===== src/rtl/gy26_cmd_tx.sv =====
// GY-26 command transmitter: 8N1 UART, host bytes win over the periodic 0x31 poll, 10*CPB cycles per frame.
// cmd_ready is low from handshake until the stop bit ends; after a poll byte the FSM also waits for resp_done or timeout.
module gy26_cmd_tx #(
  parameter int         CLK_HZ         = 50_000_000,
  parameter int         BAUD           = 9600,
  parameter logic [7:0] POLL_CMD       = 8'h31,
  parameter int         POLL_CYCLES    = 5_000_000,
  parameter int         TIMEOUT_CYCLES = 2_500_000
) (
  input  logic       clk0,
  input  logic       rst,
  input  logic       poll_en,
  input  logic [7:0] cmd_data,
  input  logic       cmd_valid,
  output logic       cmd_ready,
  input  logic       resp_done,
  output logic       tx_angle,
  output logic       busy,
  output logic       query_sent,
  output logic       timeout
);
  localparam int CPB    = CLK_HZ / BAUD;
  localparam int BAUD_W = (CPB > 1) ? $clog2(CPB) : 1;
  localparam int POLL_W = (POLL_CYCLES > 1) ? $clog2(POLL_CYCLES) : 1;
  localparam int TO_W   = (TIMEOUT_CYCLES > 1) ? $clog2(TIMEOUT_CYCLES) : 1;
  localparam logic [BAUD_W-1:0] BAUD_LAST = BAUD_W'(CPB - 1);
  localparam logic [POLL_W-1:0] POLL_LAST = POLL_W'(POLL_CYCLES - 1);
  localparam logic [TO_W-1:0]   TO_LAST   = TO_W'(TIMEOUT_CYCLES - 1);

  typedef enum logic [2:0] {
    S_IDLE,
    S_START,
    S_DATA,
    S_STOP,
    S_WAIT_RESP
  } state_t;

  state_t            r_state;
  logic [BAUD_W-1:0] r_baud;
  logic [2:0]        r_bit;
  logic [7:0]        r_shift;
  logic              r_is_poll;
  logic [POLL_W-1:0] r_poll_cnt;
  logic              r_poll_pending;
  logic [TO_W-1:0]   r_to_cnt;
  logic              r_tx;
  logic              r_query_sent;
  logic              r_timeout;

  logic w_poll_fire;
  logic w_poll_take;
  logic w_baud_end;

  assign w_poll_fire = poll_en && (r_poll_cnt == POLL_LAST);
  assign w_poll_take = (r_state == S_IDLE) && !cmd_valid && r_poll_pending;
  assign w_baud_end  = (r_baud == BAUD_LAST);

  assign cmd_ready  = (r_state == S_IDLE) && rst;
  assign busy       = (r_state != S_IDLE);
  assign tx_angle   = r_tx;
  assign query_sent = r_query_sent;
  assign timeout    = r_timeout;

  // A new timer expiry beats the IDLE take so a request is never lost; repeats coalesce.
  always_ff @(posedge clk0) begin
    if (!rst) begin
      r_poll_cnt     <= '0;
      r_poll_pending <= 1'b0;
    end else if (!poll_en) begin
      r_poll_cnt     <= '0;
      r_poll_pending <= 1'b0;
    end else begin
      r_poll_cnt <= w_poll_fire ? '0 : r_poll_cnt + POLL_W'(1);
      if (w_poll_fire)
        r_poll_pending <= 1'b1;
      else if (w_poll_take)
        r_poll_pending <= 1'b0;
    end
  end

  always_ff @(posedge clk0) begin
    if (!rst) begin
      r_state      <= S_IDLE;
      r_baud       <= '0;
      r_bit        <= '0;
      r_shift      <= '0;
      r_is_poll    <= 1'b0;
      r_to_cnt     <= '0;
      r_tx         <= 1'b1;
      r_query_sent <= 1'b0;
      r_timeout    <= 1'b0;
    end else begin
      r_query_sent <= 1'b0;
      r_timeout    <= 1'b0;
      case (r_state)
        S_IDLE: begin
          r_tx <= 1'b1;
          if (cmd_valid) begin
            r_shift   <= cmd_data;
            r_is_poll <= 1'b0;
            r_baud    <= '0;
            r_tx      <= 1'b0;
            r_state   <= S_START;
          end else if (r_poll_pending) begin
            r_shift   <= POLL_CMD;
            r_is_poll <= 1'b1;
            r_baud    <= '0;
            r_tx      <= 1'b0;
            r_state   <= S_START;
          end
        end
        S_START: begin
          if (w_baud_end) begin
            r_baud  <= '0;
            r_bit   <= '0;
            r_tx    <= r_shift[0];
            r_state <= S_DATA;
          end else begin
            r_baud <= r_baud + BAUD_W'(1);
          end
        end
        S_DATA: begin
          // Shift right so the next line bit is always at index 1.
          if (w_baud_end) begin
            r_baud <= '0;
            if (r_bit == 3'd7) begin
              r_tx    <= 1'b1;
              r_state <= S_STOP;
            end else begin
              r_bit   <= r_bit + 3'd1;
              r_tx    <= r_shift[1];
              r_shift <= r_shift >> 1;
            end
          end else begin
            r_baud <= r_baud + BAUD_W'(1);
          end
        end
        S_STOP: begin
          r_tx <= 1'b1;
          if (w_baud_end) begin
            r_baud <= '0;
            if (r_is_poll) begin
              r_query_sent <= 1'b1;
              r_to_cnt     <= '0;
              r_state      <= S_WAIT_RESP;
            end else begin
              r_state <= S_IDLE;
            end
          end else begin
            r_baud <= r_baud + BAUD_W'(1);
          end
        end
        S_WAIT_RESP: begin
          r_tx <= 1'b1;
          if (resp_done) begin
            r_state <= S_IDLE;
          end else if (r_to_cnt == TO_LAST) begin
            r_timeout <= 1'b1;
            r_state   <= S_IDLE;
          end else begin
            r_to_cnt <= r_to_cnt + TO_W'(1);
          end
        end
        default: begin
          r_tx    <= 1'b1;
          r_state <= S_IDLE;
        end
      endcase
    end
  end
endmodule


===== config.mk =====
export PLATFORM = sky130hd
export DESIGN_NAME = gy26_cmd_tx
export DESIGN_NICKNAME = d
export VERILOG_FILES = /design/src/rtl/gy26_cmd_tx.sv
export SDC_FILE = /design/constraint.sdc
export NUM_CORES = 1
export LEC_CHECK = 0
export CAP_MARGIN = 0
export CORE_MARGIN = 2
export CORE_UTILIZATION = 60
export DETAILED_ROUTE_END_ITERATION = 8
export PLACE_DENSITY = 0.79
export SETUP_SLACK_MARGIN = 0.5
export SYNTH_ARGS = -nofsm -noshare
export SYNTH_HDL_FRONTEND = slang
export SYNTH_SLANG_ARGS = --single-unit

===== constraint.sdc =====
create_clock -name clk0 -period 3.05 [get_ports clk0]
set_input_delay 0.915 -clock clk0 [delete_from_list [all_inputs] [get_ports clk0]]
set_output_delay 0.915 -clock clk0 [all_outputs]
set_load 0.02 [all_outputs]

==> summary.md <==
| Metric | Value |
|---|---|
| Max-cap violations | `0` |
| Critical path, cell by cell | `dlygate4sd2_1 -> inv_1 -> nor2_2 -> buf_4` |
| Leak Pwr | `~1.5 nW` |
| Slew headroom | `58.3%` |
| Hpwl dp | `5970 um` |
| Ys async rst share | `0%` |
| Nets@finish | `514` |
| Fin cells | `~580` |
| Sequential area share after synthesis | `between 30 and 40%` |
| Root buf cell | `clkbuf_8` |
| Yosys reg bits | `77` |
| DRT Pass-1 Iters | `5` |
| Post-CTS Setup Inserts | `0` |
| Share of cells above drive strength 1 | `~9.0%` |
| RSZ-0062 raised after global routing | `no` |
| Grt total ovfl | `0` |
| Final Hold Violating Endpoints | `0` |
| Dpl cells | `562` |
| List of most frequent post-synthesis cells | `dfxtp_1, nor2_1, nand3_1, nand2_1, o21ai_0` |
| Overall Global Routing Usage | `around 25%` |
| RePlAce Congestion | `approximately 0.9` |
| Via count | `3,571` |
| Core ar. | `about 6300 um2` |
| Syn Std Cell Area | `between 3000 and 4000 um2` |
| Diode count | `0` |
| Setup WS pre-CTS | `-0.188 ns` |
| Worst Path Required | `2.13 ns` |
| PwrDens | `450 nW/um2` |
| Largest net degree at the start of global routing | `33` |
| PnR worst setup slack | `0.544 ns` |
| Crit. End Element | `primary output` |
| Outcome | `completed` |
| Vias per std cell | `6.18` |
| Worst-Skew Late Latency | `0.36 ns` |
| Fmax achieved | `~0.40 GHz` |
| Initial Util | `61.8%` |
| Filler Cells Inserted | `roughly 500` |
| First-pass GRT wire length | `approximately 15,000 um` |
| Post-route cell area | `around 4400 um2` |
| H-tree Lvls | `3` |
| DIE HEIGHT | `84.9 um` |
| Post-layout minimum cycle time | `between 2 and 3 ns` |
| Synth-to-Final Area Change | `12.8%` |
| Main synth FF type | `dfxtp_1` |
| Setup skew after layout | `0.00817 ns` |
| Clock Path Buffers | `2` |
| Period utilisation layout | `82.2%` |
| Die Footprint | `7200 um2` |
| PortBufs | `17` |
| Sink Count | `77` |
| Worst-path maximum fanout | `2` |
| Worst setup SP type | `input pin` |
| Final-report setup violation count | `0` |
| Synthesis Warnings | `0` |
| VDD IR-drop max | `about 0.37 mV` |
| CP Class | `in -> out` |
| CTS Hold Bufs | `0` |
| Die width | `~85 um` |
| Critical path data arrival time | `roughly 1.6 ns` |
| Synthesized net count | `494` |
| Pwr Total | `about 2 mW` |
| Total Wirelength | `between 8000 and 9000 um` |
| Post-synth EDFFs | `0` |
| Syn_area_per_cell | `~8.2 um2` |
| # IOs | `18` |
| Synth top area share | `roughly two fifths` |
| CTS tree | `done` |
| Setup_tns | `0 ns` |
| Yosys top cell by area | `dfxtp_1` |
| Final Util | `about 70%` |
| Most common cell in the netlist | `dfxtp_1` |
| Slew Viols, Final | `0` |
| CTS Buf Count | `9` |
| Gate Count Post-Synth | `~480` |
| Worst slew pin tran | `a little over 0.6 ns` |
| Slowest stage cell on the critical path | `dlygate4sd2_1` |
| Hold Crit Class | `reg -> reg` |
| CP max stage delay | `between 0.2 and 0.3 ns` |
| Hold slack | `approximately 0.46 ns` |
| Initial antenna violation count | `0` |
| Worst-path clk slew | `~0.07 ns` |
| Post-route DRC | `0` |
| Ranking of synthesized cells by area | `dfxtp_1, nor2_1, nand3_1` |
| Netlist cell types | `59` |
| Post-route antenna net violation count | `0` |
| Vias in the first global route | `roughly 3,300` |
| Std-Cell Rows | `29` |
| DP Area | `about 4200 um2` |
| Per-cell routed wire length | `around 15 um` |
| Drt initial violations | `~170` |
path summary, 6_finish.rpt:
path	start	to	slack, ns	cells past startpoint
max	rst	cmd_ready	0.54	4
min reg2reg	r_bit[2]$_SDFFE_PN0P_	r_bit[2]$_SDFFE_PN0P_	0.46	2
max reg2reg	r_baud[0]$_SDFFE_PN0P_	r_to_cnt[4]$_SDFFE_PN0P_	0.66	6
min	r_bit[2]$_SDFFE_PN0P_	r_bit[2]$_SDFFE_PN0P_	0.46	2
per-layer routing:
metal	global-route usage (%)	up-vias	wire, um
li1	-	1774	-
met1	32.0	1686	3960
met2	41.4	92	4100
met3	5.93	19	366
met4	8.66	0	176
met5	0	-	0
state kept, by name, summed over array words and instances, names as in the netlist:
signal	flops
r_is_poll	1
r_poll_pending	1
r_state	3
r_to_cnt	22
tx_angle	1
r_shift	8
r_baud	13
r_poll_cnt	23
query_sent	1
r_bit	3
timeout	1
cell type report:
class                           count  area (um2)  area share [%]
Multi-Input combinational cell    363        2250            50.8
Sequential cell                    77        1540            34.8
Timing Repair Buffer               29         255            5.76
Clock buffer                       11         141            3.19
Tap cell                           77        96.3            2.18
Clock inverter                      5        83.8            1.89
Inverter                           16        60.1            1.36
cell usage in the layout, fill, tap and decap left out, drive strengths merged, types with 3 or more instances in the layout:
cell type / synthesis / final
a311oi: 4 / 4
nor4b: 4 / 4
a21oi: 21 / 21
clkdlybuf4s50: 0 / 14
or3: 4 / 4
nor2b: 3 / 3
a211oi: 4 / 4
nand3: 43 / 43
nand4: 16 / 16
and2: 4 / 4
clkbuf: 14 / 11
nand2: 30 / 30
nor3: 22 / 22
xnor2: 20 / 20
o21ai: 27 / 27
and4: 11 / 11
nor2: 59 / 59
and3: 18 / 18
xor2: 11 / 11
inv: 16 / 16
nor4: 3 / 3
nand3b: 4 / 4
dfxtp: 77 / 77
buf: 6 / 13
o211ai: 7 / 7
a41oi: 3 / 3
a31oi: 10 / 10
ha: 5 / 5
power by group:
group / switching [mW] / total, mW / internal, mW
combinational: 0.0623 / 0.104 / 0.0414
sequential: 0.00779 / 1.02 / 1.02
clock: 0.381 / 0.865 / 0.485
total: 0.451 / 1.99 / 1.54
kinds of logic (layout without fill, tap and decap cells):
kind of cell             after synthesis  after routing  synth area share [%]
adder cells (fa/ha/maj)                5              5                  1.59
flip-flops                            77             77                  39.3
XOR/XNOR                              31             31                  6.92
multiplexers                           2              2                 0.542
AND/OR/NAND/NOR                      237            237                  33.3
buffers and inverters                 36             61                  3.95
AO/OA/AOI/OAI                         88             88                  14.4
timing repair:
| action | CTS | global route |
|---|---|---|
| setup endpoints to repair | 10 | 10 |
| cloned | 0 | 0 |
| pin swaps | 0 | 0 |
| endpoints found under the hold margin | 0 | 0 |
| gates resized for setup | 11 | 2 |
critical path, delay by kind of cell:
kind / cells / cell delay (ns)
buffers and inverters: 3 / 0.53
AND/OR/NAND/NOR: 1 / 0.15
Note: power is estimated with default switching activity, not from simulation.
